--- src/rtl/shift_reg_arbiter.sv ---
// Round-robin arbiter sharing one serial shift_register among NUM_REQ requesters.
// It latches the winner's word, strobes the shifter, follows busy and acks the winner.
module shift_reg_arbiter #(
   parameter int WIDTH        = 8,
   parameter int NUM_REQ      = 4,
   parameter int BUSY_TIMEOUT = 256
) (
   input  logic                       i_clk,
   input  logic                       i_reset_n,
   input  logic [NUM_REQ-1:0]         i_req,
   input  logic [NUM_REQ*WIDTH-1:0]   i_data,
   output logic [NUM_REQ-1:0]         o_grant,
   output logic [NUM_REQ-1:0]         o_ack,
   output logic                       o_active,
   output logic                       o_timeout_stb,
   output logic                       o_start_stb,
   output logic [WIDTH-1:0]           o_parallel_data,
   input  logic                       i_sr_busy
);

   localparam int IDX_W = $clog2(NUM_REQ);
   localparam int CNT_W = $clog2(BUSY_TIMEOUT + 1);

   typedef enum logic [2:0] {IDLE, START, WAIT_BUSY, WAIT_DONE, ACK} state_t;

   state_t               state_q, state_d;
   logic [NUM_REQ-1:0]   grant_q, grant_d;
   logic [NUM_REQ-1:0]   ack_q, ack_d;
   logic                 active_q, active_d;
   logic                 timeout_stb_q, timeout_stb_d;
   logic                 start_stb_q, start_stb_d;
   logic [WIDTH-1:0]     pdata_q, pdata_d;
   logic [IDX_W-1:0]     ptr_q, ptr_d;
   logic [IDX_W-1:0]     gidx_q, gidx_d;
   logic [CNT_W-1:0]     cnt_q, cnt_d;
   logic [IDX_W:0]       pick_res;
   logic                 sel_found;
   logic [IDX_W-1:0]     sel_idx;

   // Nearest set bit above the pointer wins; the pointer itself is tried last.
   function automatic logic [IDX_W:0] pick(input logic [NUM_REQ-1:0] req,
                                            input logic [IDX_W-1:0]   ptr);
      logic [IDX_W:0] r;
      int             j;
      r = '0;
      for (int i = NUM_REQ; i >= 1; i--) begin
         j = (int'(ptr) + i) % NUM_REQ;
         if (req[j]) r = {1'b1, IDX_W'(j)};
      end
      return r;
   endfunction

   assign pick_res  = pick(i_req, ptr_q);
   assign sel_found = pick_res[IDX_W];
   assign sel_idx   = pick_res[IDX_W-1:0];

   always_comb begin
      state_d       = state_q;
      grant_d       = grant_q;
      ack_d         = '0;
      timeout_stb_d = 1'b0;
      start_stb_d   = 1'b0;
      pdata_d       = pdata_q;
      ptr_d         = ptr_q;
      gidx_d        = gidx_q;
      cnt_d         = cnt_q;
      case (state_q)
         IDLE: begin
            if (sel_found) begin
               gidx_d  = sel_idx;
               grant_d = NUM_REQ'(1) << sel_idx;
               pdata_d = i_data[int'(sel_idx)*WIDTH +: WIDTH];
               state_d = START;
            end
         end
         START: begin
            start_stb_d = 1'b1;
            cnt_d       = '0;
            state_d     = WAIT_BUSY;
         end
         WAIT_BUSY: begin
            // Count reaching BUSY_TIMEOUT marks the cycle the timeout strobe is out.
            if (cnt_q == CNT_W'(BUSY_TIMEOUT)) begin
               ack_d   = grant_q;
               state_d = ACK;
            end else if (i_sr_busy) begin
               state_d = WAIT_DONE;
            end else begin
               cnt_d = cnt_q + 1'b1;
               if (cnt_q == CNT_W'(BUSY_TIMEOUT - 1)) timeout_stb_d = 1'b1;
            end
         end
         WAIT_DONE: begin
            if (!i_sr_busy) begin
               ack_d   = grant_q;
               state_d = ACK;
            end
         end
         ACK: begin
            ptr_d   = gidx_q;
            grant_d = '0;
            state_d = IDLE;
         end
         default: state_d = IDLE;
      endcase
      active_d = (state_d != IDLE);
   end

   always_ff @(posedge i_clk or negedge i_reset_n) begin
      if (!i_reset_n) begin
         state_q       <= IDLE;
         grant_q       <= '0;
         ack_q         <= '0;
         active_q      <= 1'b0;
         timeout_stb_q <= 1'b0;
         start_stb_q   <= 1'b0;
         pdata_q       <= '0;
         ptr_q         <= IDX_W'(NUM_REQ - 1);
         gidx_q        <= '0;
         cnt_q         <= '0;
      end else begin
         state_q       <= state_d;
         grant_q       <= grant_d;
         ack_q         <= ack_d;
         active_q      <= active_d;
         timeout_stb_q <= timeout_stb_d;
         start_stb_q   <= start_stb_d;
         pdata_q       <= pdata_d;
         ptr_q         <= ptr_d;
         gidx_q        <= gidx_d;
         cnt_q         <= cnt_d;
      end
   end

   assign o_grant         = grant_q;
   assign o_ack           = ack_q;
   assign o_active        = active_q;
   assign o_timeout_stb   = timeout_stb_q;
   assign o_start_stb     = start_stb_q;
   assign o_parallel_data = pdata_q;

endmodule

--- config.mk ---
export PLATFORM = sky130hd
export DESIGN_NAME = shift_reg_arbiter
export DESIGN_NICKNAME = d
export VERILOG_FILES = /design/src/rtl/shift_reg_arbiter.sv
export SDC_FILE = /design/constraint.sdc
export NUM_CORES = 1
export LEC_CHECK = 0
export BUFFER_PORTS_ARGS = -buffer_cell sky130_fd_sc_hd__buf_2
export CAP_MARGIN = 20
export CORE_ASPECT_RATIO = 1.4
export CORE_MARGIN = 2
export CORE_UTILIZATION = 48
export CTS_CLUSTER_SIZE = 16
export DETAILED_ROUTE_END_ITERATION = 10
export GPL_TIMING_DRIVEN = 1
export PLACE_DENSITY = 0.84
export SLEW_MARGIN = 5
export SYNTH_ARGS = -nofsm -noshare
export SYNTH_HDL_FRONTEND = slang
export SYNTH_SLANG_ARGS = --single-unit
--- constraint.sdc ---
create_clock -name i_clk -period 4.6 [get_ports i_clk]
set_clock_uncertainty 0.05 [all_clocks]
set_input_delay 0.92 -clock i_clk [delete_from_list [all_inputs] [get_ports i_clk]]
set_output_delay 0.92 -clock i_clk [all_outputs]
set_load 0.005 [all_outputs]
# After elaboration in Yosys (flattened, before gate mapping)
# Cells that the tools add are included.
# classes
n_mux	34
n_div	0
addsub	5
bitwise_logic	4
n_reduce_logical	11
multipliers	0
n_eq_ne	9
n_shift	2
order_cmp	4
# op_table
cell	count
32-bit by 6-bit indexed part select with 8-bit output	1
3-bit 2-to-1 mux	8
9-bit 2-to-1 mux	2
9-bit one-hot mux with 2 select lines	1
3-bit by 4-bit less-than comparator with 1-bit output, second input constant	4
4-bit one-hot mux with 2 select lines	2
1-bit 2-to-1 mux	13
4-bit 2-to-1 mux	3
3-bit one-hot mux with 4 select lines	1
9-bit by 1-bit adder with 9-bit output, second input constant	1
9-bit by 8-bit == test with 1-bit output, second input constant	1
9-bit == test, second input constant	1
1-bit binary-select mux with 2-bit select	4
2-bit OR reduction	4
3-bit by 2-bit == test with 1-bit output, second input constant	2
2-bit inequality test, second input constant	3
2-bit by 1-bit adder with 2-bit output, second input constant	2
2-bit adder, second input constant	2
1-bit AND, first input constant	4
2-bit AND reduction	2
2-bit nonzero test	2
1-bit by 2-bit left shift with 4-bit output, first input constant	1
3-bit by 1-bit == test with 1-bit output, second input constant	1
3-bit == test, second input constant	1
other kinds (3)	3
# totals
mem_bits_rw	0
output_inout_bits	19
word_cells	79
inputBits	39
rom_bits	0
memories	0
latchBits	0
regBits	35

# Depth between registers and ports, before layout
# Gate-level depths: netlist of the first run.
# depth
word_depth	13
mapped_depth	7
depth_no_buf	7

# Worst setup path before layout of the first run
# Ideal clock, no wire load.
# synth_timing
path_type	input-to-reg
startpoint	in i_req[1]
endpoint	reg pdata_q[0] (netlist: o_parallel_data[0])
setup_ns	0.136
cell_stages	6
n_path_buf	1
t_arrival_ns	2.150
required_ns	4.414
slack_ns	2.265
path_cell_list	o21ai_1 a21boi_2 or3_4 buf_6 a2111oi_2 a211oi_1
# synth_between
elab_chain_cells	8
word_cells_on_any_way	18
classes_between	shift: 1; mux: 16; reduce/logical: 1
# synth_rtl
item	line	text
from (decl)	10	input logic [NUM_REQ-1:0] i_req,
1-bit binary-select mux with 2-bit select	48	if (req[j]) r = {1'b1, IDX_W'(j)};
1-bit 2-to-1 mux (implied by the code) (2 in series)	48	
3-bit 2-to-1 mux (3 in series)	48	
3-bit 2-to-1 mux *	48	
32-bit by 6-bit indexed part select with 8-bit output / 2-bit AND reduction (equally long branches)	n/a	
to (signal assigned)	128	pdata_q <= pdata_d;
to (decl)	32	logic [WIDTH-1:0] pdata_q, pdata_d;
# Mark *: on every way between the ends. The rest lies on a longest branch, timed or not. The select of a mux whose other input is x is not followed.
# A chain may end at the register's enable or synchronous reset.

# Worst setup path in the final report of the first run
# layout_timing
startpoint	in i_req[1]
endpoint	reg pdata_q[6] (netlist: o_parallel_data[6])
# Same word-level chain as after synthesis.

==> impl_metrics.toml, run 1 <==
[critical_path]
crit_chain = "buf_2 -> o21ai_1 -> a21boi_2 -> nor3_2 -> mux2_1 -> o221a_1"
startpoint_type = "input port"
worstPathArrival_ns = 2.76
path_max_fanout = 10
cp-end-kind = "flop"
crit_family = "simple AND/OR/NAND/NOR gates"
cp_num_buf_inv = 1
path_class = "input port to flop"
critical_path_required_ns = 4.73
cpPeakStageDelay_ns = 0.79
slowest_stage = "nor3_2"

[yosys]
syn-mean-instance-area_sq_um = 10.45
synth-seq-area-share_pct = 44.01
synth_fp_nets = 233
synth_edf_count = 0
yosys_warnings = 0
syn_inst = 191
ys.flop_type = "dfrtp_1"
ys_seq_elements = 35
synth_area_sq_um = 1996
synth.distinct_cells = 51
async_reset_ff_share_pct = 100.0

[global_routing]
met2_usage_pct = 36.29
grt_pass1_vias = 1591
busiest_layer = "met2"
antenna_found_initial = 0
grt_max_degree = 36
gr-usage-met1_pct = 24.07
grt_usage_pct = 20.90
grt_overflow = 0
grt_pass1_wl_um = 7403
met3_usage_pct = 4.831

[cts]
hold_buffers = 0
cts-root-buf = "clkbuf_8"
numCtsBuffers = 5
cts_max_level = 2
cts_tree = "yes"
post_cts_resized = 0
clkSinkCount = 35
cts_buffer_depth = 2
clkTransAtPathRegs_ns = 0.07
postCtsSetupRepairBufs = 0
clock_latency_ns = 0.29

[power_and_ir_drop]
leakage_nw = 1.095
p_per_area_nw_per_um2 = 554.8
peakVddDrop_v = 0.0003278

[placement]
port_buffers = 57
dp_hpwl_um = 3189
place_congestion = 0.7457
place_ws_ns = 1.653
dp.cells = 282

[sta]
whs_ns = 0.4321
setup_viol = 0
fin_ws_ns = 1.979
min_period_ns = 2.621
hold_viol = 0
drv_slew = 0
fmax_ghz = 0.3815
rsz0062_at_grt = "no"
period_share_pct = 56.98
relSlewSlack_pct = 38.09
finalSetupTns_ns = 0
worst_pin_slew_ns = 0.9237

[finish]
num_antenna_cells = 0
num-nets-final = 288
area_delta_synth_final_pct = 19.87
fillCellCount = 340
fin_cells = 290
register_area_sq_um = 878.3
multi_input_area_sq_um = 1052
drive_gt1_share_pct = 35.22

[detailed_routing]
drtIter0Drc = 36
drc = 0
wire_per_inst_um = 15.11
via_count = 1631
via_per_inst = 5.624
finalWirelength_um = 4383
first_pass_iters = 4
postRouteAntennaNets = 0

[floorplanning]
initial_core_util_pct = 50.49
die_h_um = 80.30
die_x_um = 58.50
boundaryPins = 58
die_area_sq_um = 4697
num_rows = 27
core_sq_um = 3953

[outcome]
outcome = "finished, final reports clean"

[flow_run]
max_cap_viol_count = 0

[hold_path]
hold_class = "flop to flop"
==> sequential cells by signal, summed over array words and instances, names as in the netlist <==
signal,flops
o_grant,4
state_q,3
o_ack,4
o_timeout_stb,1
gidx_q,2
o_start_stb,1
cnt_q,9
o_active,1
o_parallel_data,8
ptr_q,2
==> final cells by class <==
| type | count | share of cell area (%) |
|---|---|---|
| Multi-Input combinational cell | 142 | 43.99 |
| Sequential cell | 35 | 36.72 |
| Timing Repair Buffer | 57 | 11.92 |
| Clock buffer | 7 | 4.027 |
| Tap cell | 43 | 2.249 |
| Inverter | 5 | 0.7845 |
| Clock inverter | 1 | 0.3138 |
==> worst paths after layout <==
kind	slack, ns	from	end	cells past startpoint
worst min-delay path	0.43	gidx_q[0]	gidx_q[0]	2
worst max register to register	2.29	ptr_q[0]	o_parallel_data[6]	5
worst min register to register	0.43	gidx_q[0]	gidx_q[0]	2
max in group asynchronous	3.35	i_reset_n	o_timeout_stb	1
worst max-delay path	1.98	i_req[1]	o_parallel_data[6]	6
min in group asynchronous	0.66	i_reset_n	o_parallel_data[2]	1
==> layer usage <==
metal	up-vias	routed length, um	share of wire [%]
met5	-	0	0
met4	0	98	2.2
met3	10	211	4.8
met2	55	2334	53
met1	747	1738	40
li1	819	-	-
==> cells by family (layout without fill, tap and decap cells) <==
group,after synthesis,count (layout),synth area share [%]
and+or+nand+nor,77,77,21.38
buffers and inverters,14,70,3.511
AOI/OAI and AO/OA,45,45,20.82
DFF,35,35,44.01
xor gates and xnor gates,5,5,2.194
muxes,12,12,6.207
adders and majority gates,3,3,1.881
==> report_power, final <==
group | internal, mW | switching, mW | total, mW
registers | 0.410 | 0.0891 | 0.499
clock network | 0.136 | 0.110 | 0.247
logic | 0.243 | 0.339 | 0.582
==> synth_stat cells (3+ instances only) <==
| master | n | area share, % |
|---|---|---|
| ha_1 | 3 | 1.9 |
| nor3_1 | 9 | 2.3 |
| a21oi_1 | 4 | 1.0 |
| and2_1 | 5 | 1.6 |
| xor2_1 | 5 | 2.2 |
| nand2_1 | 25 | 4.7 |
| clkbuf_1 | 5 | 0.94 |
| a211oi_1 | 7 | 2.6 |
| inv_1 | 5 | 0.94 |
| or3_1 | 3 | 0.94 |
| mux2i_1 | 9 | 4.5 |
| o2111ai_1 | 3 | 1.3 |
| o31ai_1 | 3 | 1.1 |
| nor2_1 | 15 | 2.8 |
| o21ai_1 | 6 | 1.5 |
| dfrtp_1 | 33 | 41 |
| a2111oi_2 | 7 | 5.3 |
==> metrics by stage <==
stage / utilization [%] / area (sq um) / power [mW]
3_5_place_dp: 57.90 / 2288 / 1.081
2_1_floorplan: - / 1996 / 0.9283
3_3_place_gp: 57.90 / 2288 / 1.061
5_1_grt: 60.53 / 2392 / 1.426
6_report: 60.53 / 2392 / 1.327
4_1_cts: 60.53 / 2392 / 1.337
==> tightest hold or removal path, delay by kind of cell, from the launching register on <==
| kind | cells | cell delay (ns) |
|---|---|---|
| DFF | 1 | 0.35 |
| and+or+nand+nor | 2 | 0.10 |
==> cell usage in the layout (no fill, tap or decap), types with 2 or more instances in the layout <==
cell / instances
a2111oi_2: 7
a211oi_1: 7
a21oi_1: 4
a22o_1: 2
a32oi_1: 2
and2_1: 5
and3_1: 2
and4_1: 2
buf_2: 57
clkbuf_8: 7
dfrtp_1: 33
dfstp_2: 2
ha_1: 3
inv_1: 5
mux2_2: 2
mux2i_1: 9
nand2_1: 25
nand2b_1: 2
nor2_1: 15
nor3_1: 8
nor3_2: 2
nor4b_1: 2
o2111ai_1: 3
o21ai_1: 6
o31ai_1: 3
or3_1: 3
xor2_1: 5
Note: power is estimated with default switching activity, not from simulation.
==> inputs of run 2 (changes only) <==
- CORE_UTILIZATION: 48 -> 47
- PLACE_DENSITY: 0.84 -> 0.85
- clock period: 4.6 -> 2.25 ns (I/O delays scaled with it)
==> run 2 against run 1 <==
Register-to-register slack got worse by 2.1 ns. Total power rose by 110%. Sequential share of layout area fell by 1.1 points. Flip-flop and latch count did not move. Sequential power rose by 100%. Non-clock buffer count rose by 10. Critical endpoint unchanged. Final cell count rose by 4.1%. Setup slack got worse by 1.8 ns. Global-route usage rose by 0.54 points. Final area rose by 3.1%. First-iteration DRC count rose by 53%. Highest routed layer unchanged. Die area rose by 2.0%.
==> impl_metrics.toml, run 2 (synthesized netlist as in run 1, its figures left out) <==
[finish]
drive_gt1_share_pct = 37.35
largest_reg_flops = 9
final_cell_mix = "57 x buf_2, 33 x dfrtp_1, 25 x nand2_1"
area_delta_synth_final_pct = 23.57
fin_cells = 302
num-nets-final = 298
final_common_cell = "buf_2"
fillCellCount = 361
num_antenna_cells = 0
top_register = "cnt_q"

[floorplanning]
num_rows = 28
die_x_um = 59.07
die_area_sq_um = 4791
core_sq_um = 4169
boundaryPins = 58
die_h_um = 81.10
initial_core_util_pct = 47.87

[placement]
place_congestion = 0.8620
dp.cells = 294
place_ws_ns = 0.1803
port_buffers = 57
dp_hpwl_um = 3533

[critical_path]
path_max_fanout = 11
r2r-end = "o_parallel_data[6]"
slowest_stage = "dfstp_2"
critical_path_required_ns = 2.37
path_class = "flop to flop"
r2r_start = "ptr_q[0]"
ff2ff_setup_slack_ns = 0.22
crit_chain = "nand2b_1 -> a21oi_2 -> or3_4 -> a2111o_1 -> o221a_1"
startpoint_type = "flop"
crit_family = "compound AO/OA/AOI/OAI gates"
cp_num_buf_inv = 0
cpPeakStageDelay_ns = 0.58
reg2reg_depth = 5
cp-end-kind = "flop"
worstPathArrival_ns = 2.15

[global_routing]
grt_pass1_vias = 1714
grt_overflow = 0
antenna_found_initial = 0
grt_pass1_wl_um = 7762
grt_max_degree = 36
grt_usage_pct = 21.44

[sta]
finalSetupTns_ns = 0
setup_viol = 0
fin_ws_ns = 0.2213
min_period_ns = 2.029
relSlewSlack_pct = 49.32
worst_pin_slew_ns = 0.7602
hold_viol = 0
rsz0062_at_grt = "no"
period_share_pct = 90.17
fmax_ghz = 0.4929
drv_slew = 0

[cts]
postCtsSetupRepairBufs = 0
clkTransAtPathRegs_ns = 0.07
cts_tree = "yes"
cts-root-buf = "clkbuf_8"
post_cts_resized = 0
cts_buffer_depth = 2
cts_max_level = 2
clkSinkCount = 35
numCtsBuffers = 5
hold_buffers = 0
clock_latency_ns = 0.28

[detailed_routing]
drtIter0Drc = 55
drc = 0
via_per_inst = 5.762
finalWirelength_um = 4640
wire_per_inst_um = 15.36
first_pass_iters = 4
postRouteAntennaNets = 0
via_count = 1740

[hold_path]
hold_class = "input port to asynchronous set/reset pin"

[power_and_ir_drop]
leakage_nw = 1.147
p_per_area_nw_per_um2 = 1135
peakVddDrop_v = 0.0007681

[outcome]
outcome = "finished, final reports clean"

[flow_run]
max_cap_viol_count = 0
## run 2: cell count changes in the layout (fill, tap and decap cells not counted), sizes merged
cell,previous run,this run
buf,57,67
clkbuf,7,8
clkinvlp,1,0
## run 2: layout make-up
class	instances	area, sq um	share of cell area [%]
well taps	45	56.30	2.283
multi-input cells	142	1052	42.67
clock buffers	8	100.1	4.059
flip-flops and latches	35	878.3	35.62
inverters	5	18.77	0.7610
repair buffers	67	360.3	14.61
## run 2: metrics by stage
stage	cell area [sq um]	util, %	hold slack, ns	power [mW]
after CTS	2466	59.15	0.2050	2.818
after global placement	2366	56.75	0.4087	2.268
after global routing	2466	59.15	0.2464	3.003
after detailed placement	2366	56.75	0.4393	2.318
after floorplan	1996	-	0.1044	1.898
final	2466	59.15	0.1897	2.800
## run 2: worst max-delay path by stage
stage,cells after the start,slack (ns),to,startpoint
floorplan,6,0.38,o_parallel_data[0],state_q[1]
global route,5,0.15,o_parallel_data[1],ptr_q[0]
detailed placement,6,0.18,o_parallel_data[6],i_req[1]
CTS,5,0.23,o_parallel_data[6],ptr_q[0]
finish,5,0.22,o_parallel_data[6],ptr_q[0]
global placement,6,0.21,o_parallel_data[6],i_req[1]
## run 2: worst register-to-register path: stages, from the launching register on
cell      delay (ns)
dfstp_2         0.58
nand2b_1        0.14
a21oi_2         0.14
or3_4           0.46
a2111o_1        0.44
o221a_1         0.12
## run 2: power by group
group | leakage, nW | internal [mW] | switching (mW)
combinational | 0.655 | 0.570 | 0.730
clock | 0.0515 | 0.279 | 0.206
sequential | 0.440 | 0.839 | 0.176
## run 2: per-layer routing
metal | track usage [%] | up-vias | wire length (um) | share of wire, %
met2 | 38.00 | 60 | 2490 | 54
met4 | 8.864 | 0 | 104 | 2.2
met1 | 24.57 | 834 | 1852 | 40
met3 | 4.459 | 10 | 192 | 4.1
li1 | - | 836 | - | -
met5 | 0 | - | 0 | 0
==> inputs of run 3 (changes only) <==
- REMOVE_ABC_BUFFERS: not set -> 1
==> run 3 against run 2 <==
Clock power fell by 10%. Register-to-register slack about the same. First-iteration DRC count shrank 53%. Largest cell class unchanged. Wire length down 4.0%. Highest routed layer unchanged. Final cell count is 0.33% lower.
==> impl_metrics.toml, run 3 (synthesized netlist as in run 1, its figures left out) <==
[finish]
area_delta_synth_final_pct = 22.57
num-nets-final = 297
fin_area_sq_um = 2446
largest_reg_flops = 9
num_antenna_cells = 0
top_register = "cnt_q"
final_cell_mix = "57 x buf_2, 33 x dfrtp_1, 25 x nand2_1"
final_util_pct = 58.67
drive_gt1_share_pct = 36.72
fin_cells = 301
final_common_cell = "buf_2"
fillCellCount = 344

[sta]
hold_viol = 0
setup_viol = 0
period_share_pct = 89.97
min_period_ns = 2.024
worst_pin_slew_ns = 0.7669
whs_ns = 0.1813
drv_slew = 0
relSlewSlack_pct = 48.87
rsz0062_at_grt = "no"
fmax_ghz = 0.4940
finalSetupTns_ns = 0

[outcome]
outcome = "finished, final reports clean"

[floorplanning]
die_area_sq_um = 4791
num_rows = 28
die_h_um = 81.10
die_x_um = 59.07
core_sq_um = 4169
boundaryPins = 58
initial_core_util_pct = 47.87

[placement]
dp_hpwl_um = 3373
placed_area_sq_um = 2359
port_buffers = 57
place_congestion = 0.8594
dp.cells = 293

[critical_path]
path_max_fanout = 11
startpoint_type = "flop"
cp-end-kind = "flop"
reg2reg_depth = 5
path_class = "flop to flop"
critical_path_required_ns = 2.37
worstPathArrival_ns = 2.15

[detailed_routing]
via_per_inst = 5.691
drc = 0
via_count = 1713
wire_per_inst_um = 14.80
first_pass_iters = 4
finalWirelength_um = 4455
postRouteAntennaNets = 0
drtIter0Drc = 26

[cts]
clock_latency_ns = 0.29
clkSinkCount = 35
cts_tree = "yes"
cts_max_level = 2
cts-root-buf = "clkbuf_8"
numCtsBuffers = 5
postCtsSetupRepairBufs = 0
cts_buffer_depth = 2
clkTransAtPathRegs_ns = 0.07

[power_and_ir_drop]
p_per_area_nw_per_um2 = 1118
power_switching_mw = 1.115
peakVddDrop_v = 0.0005907
leakage_nw = 1.130
p_seq_share_pct = 36.7
p_int_mw = 1.619
combPwrFrac_pct = 47.4
clockPowerShare_pct = 15.9
switching_share_pct = 40.77

[global_routing]
antenna_found_initial = 0
grt_max_degree = 36
grt_usage_pct = 20.84
grt_pass1_wl_um = 7645
grt_overflow = 0
grt_pass1_vias = 1670

[flow_run]
max_cap_viol_count = 0

[hold_path]
hold_class = "input port to asynchronous set/reset pin"
run 3: critical path, cell delays in order (launching register included):
cell and delay, ns:
dfstp_2 0.58, nand2b_1 0.14, a21oi_2 0.13, or3_4 0.45
a2111o_1 0.44, o221a_1 0.12
run 3: layer usage:
layer	GRT usage, %	vias up	routed length, um
li1	-	837	-
met2	34.44	48	2282
met4	8.864	0	75
met5	0	-	0
met3	4.140	8	189
met1	26.16	820	1907
run 3: cell type report:
class                           count  area (sq um)  share of cell area (%)
Clock inverter                      1         5.005                  0.2046
Tap cell                           45         56.30                   2.302
Multi-Input combinational cell    142          1059                   43.27
Clock buffer                        7         76.32                   3.120
Inverter                            5         18.77                  0.7673
Sequential cell                    35         878.3                   35.91
Timing Repair Buffer               66         352.8                   14.42
run 3: power by group through the flow:
stage / combinational (mW) / clock (mW) / sequential, mW
6_report: 1.30 / 0.435 / 1.00
5_1_grt: 1.44 / 0.469 / 1.03
4_1_cts: 1.29 / 0.443 / 1.00
3_5_place_dp: 1.29 / 0 / 1.01
3_3_place_gp: 1.25 / 0 / 1.00
2_1_floorplan: 0.835 / 0 / 0.996
run 3: per-stage QoR:
stage	worst slack [ns]	power (mW)
after detailed placement	0.1682	2.298
after global placement	0.2190	2.248
after global routing	0.1103	2.936
after floorplan	-0.1869	1.831
final	0.2257	2.734
after CTS	0.1410	2.735
run 3: what timing repair did:
| action | in CTS | in global routing |
|---|---|---|
| hold endpoints to repair | 0 | 0 |
| setup endpoints to repair | 0 | 6 |
| resized for setup | 0 | 1 |
| hold buffers | 0 | 0 |
run 3: worst paths after layout:
check	start	to	slack, ns
max	ptr_q[0]	o_parallel_data[6]	0.23
min	i_reset_n	cnt_q[6]	0.18
max reg2reg	ptr_q[0]	o_parallel_data[6]	0.23
min reg2reg	gidx_q[0]	gidx_q[0]	0.45
max in group asynchronous	i_reset_n	state_q[2]	1.47
min in group i_clk	i_sr_busy	state_q[0]	0.42
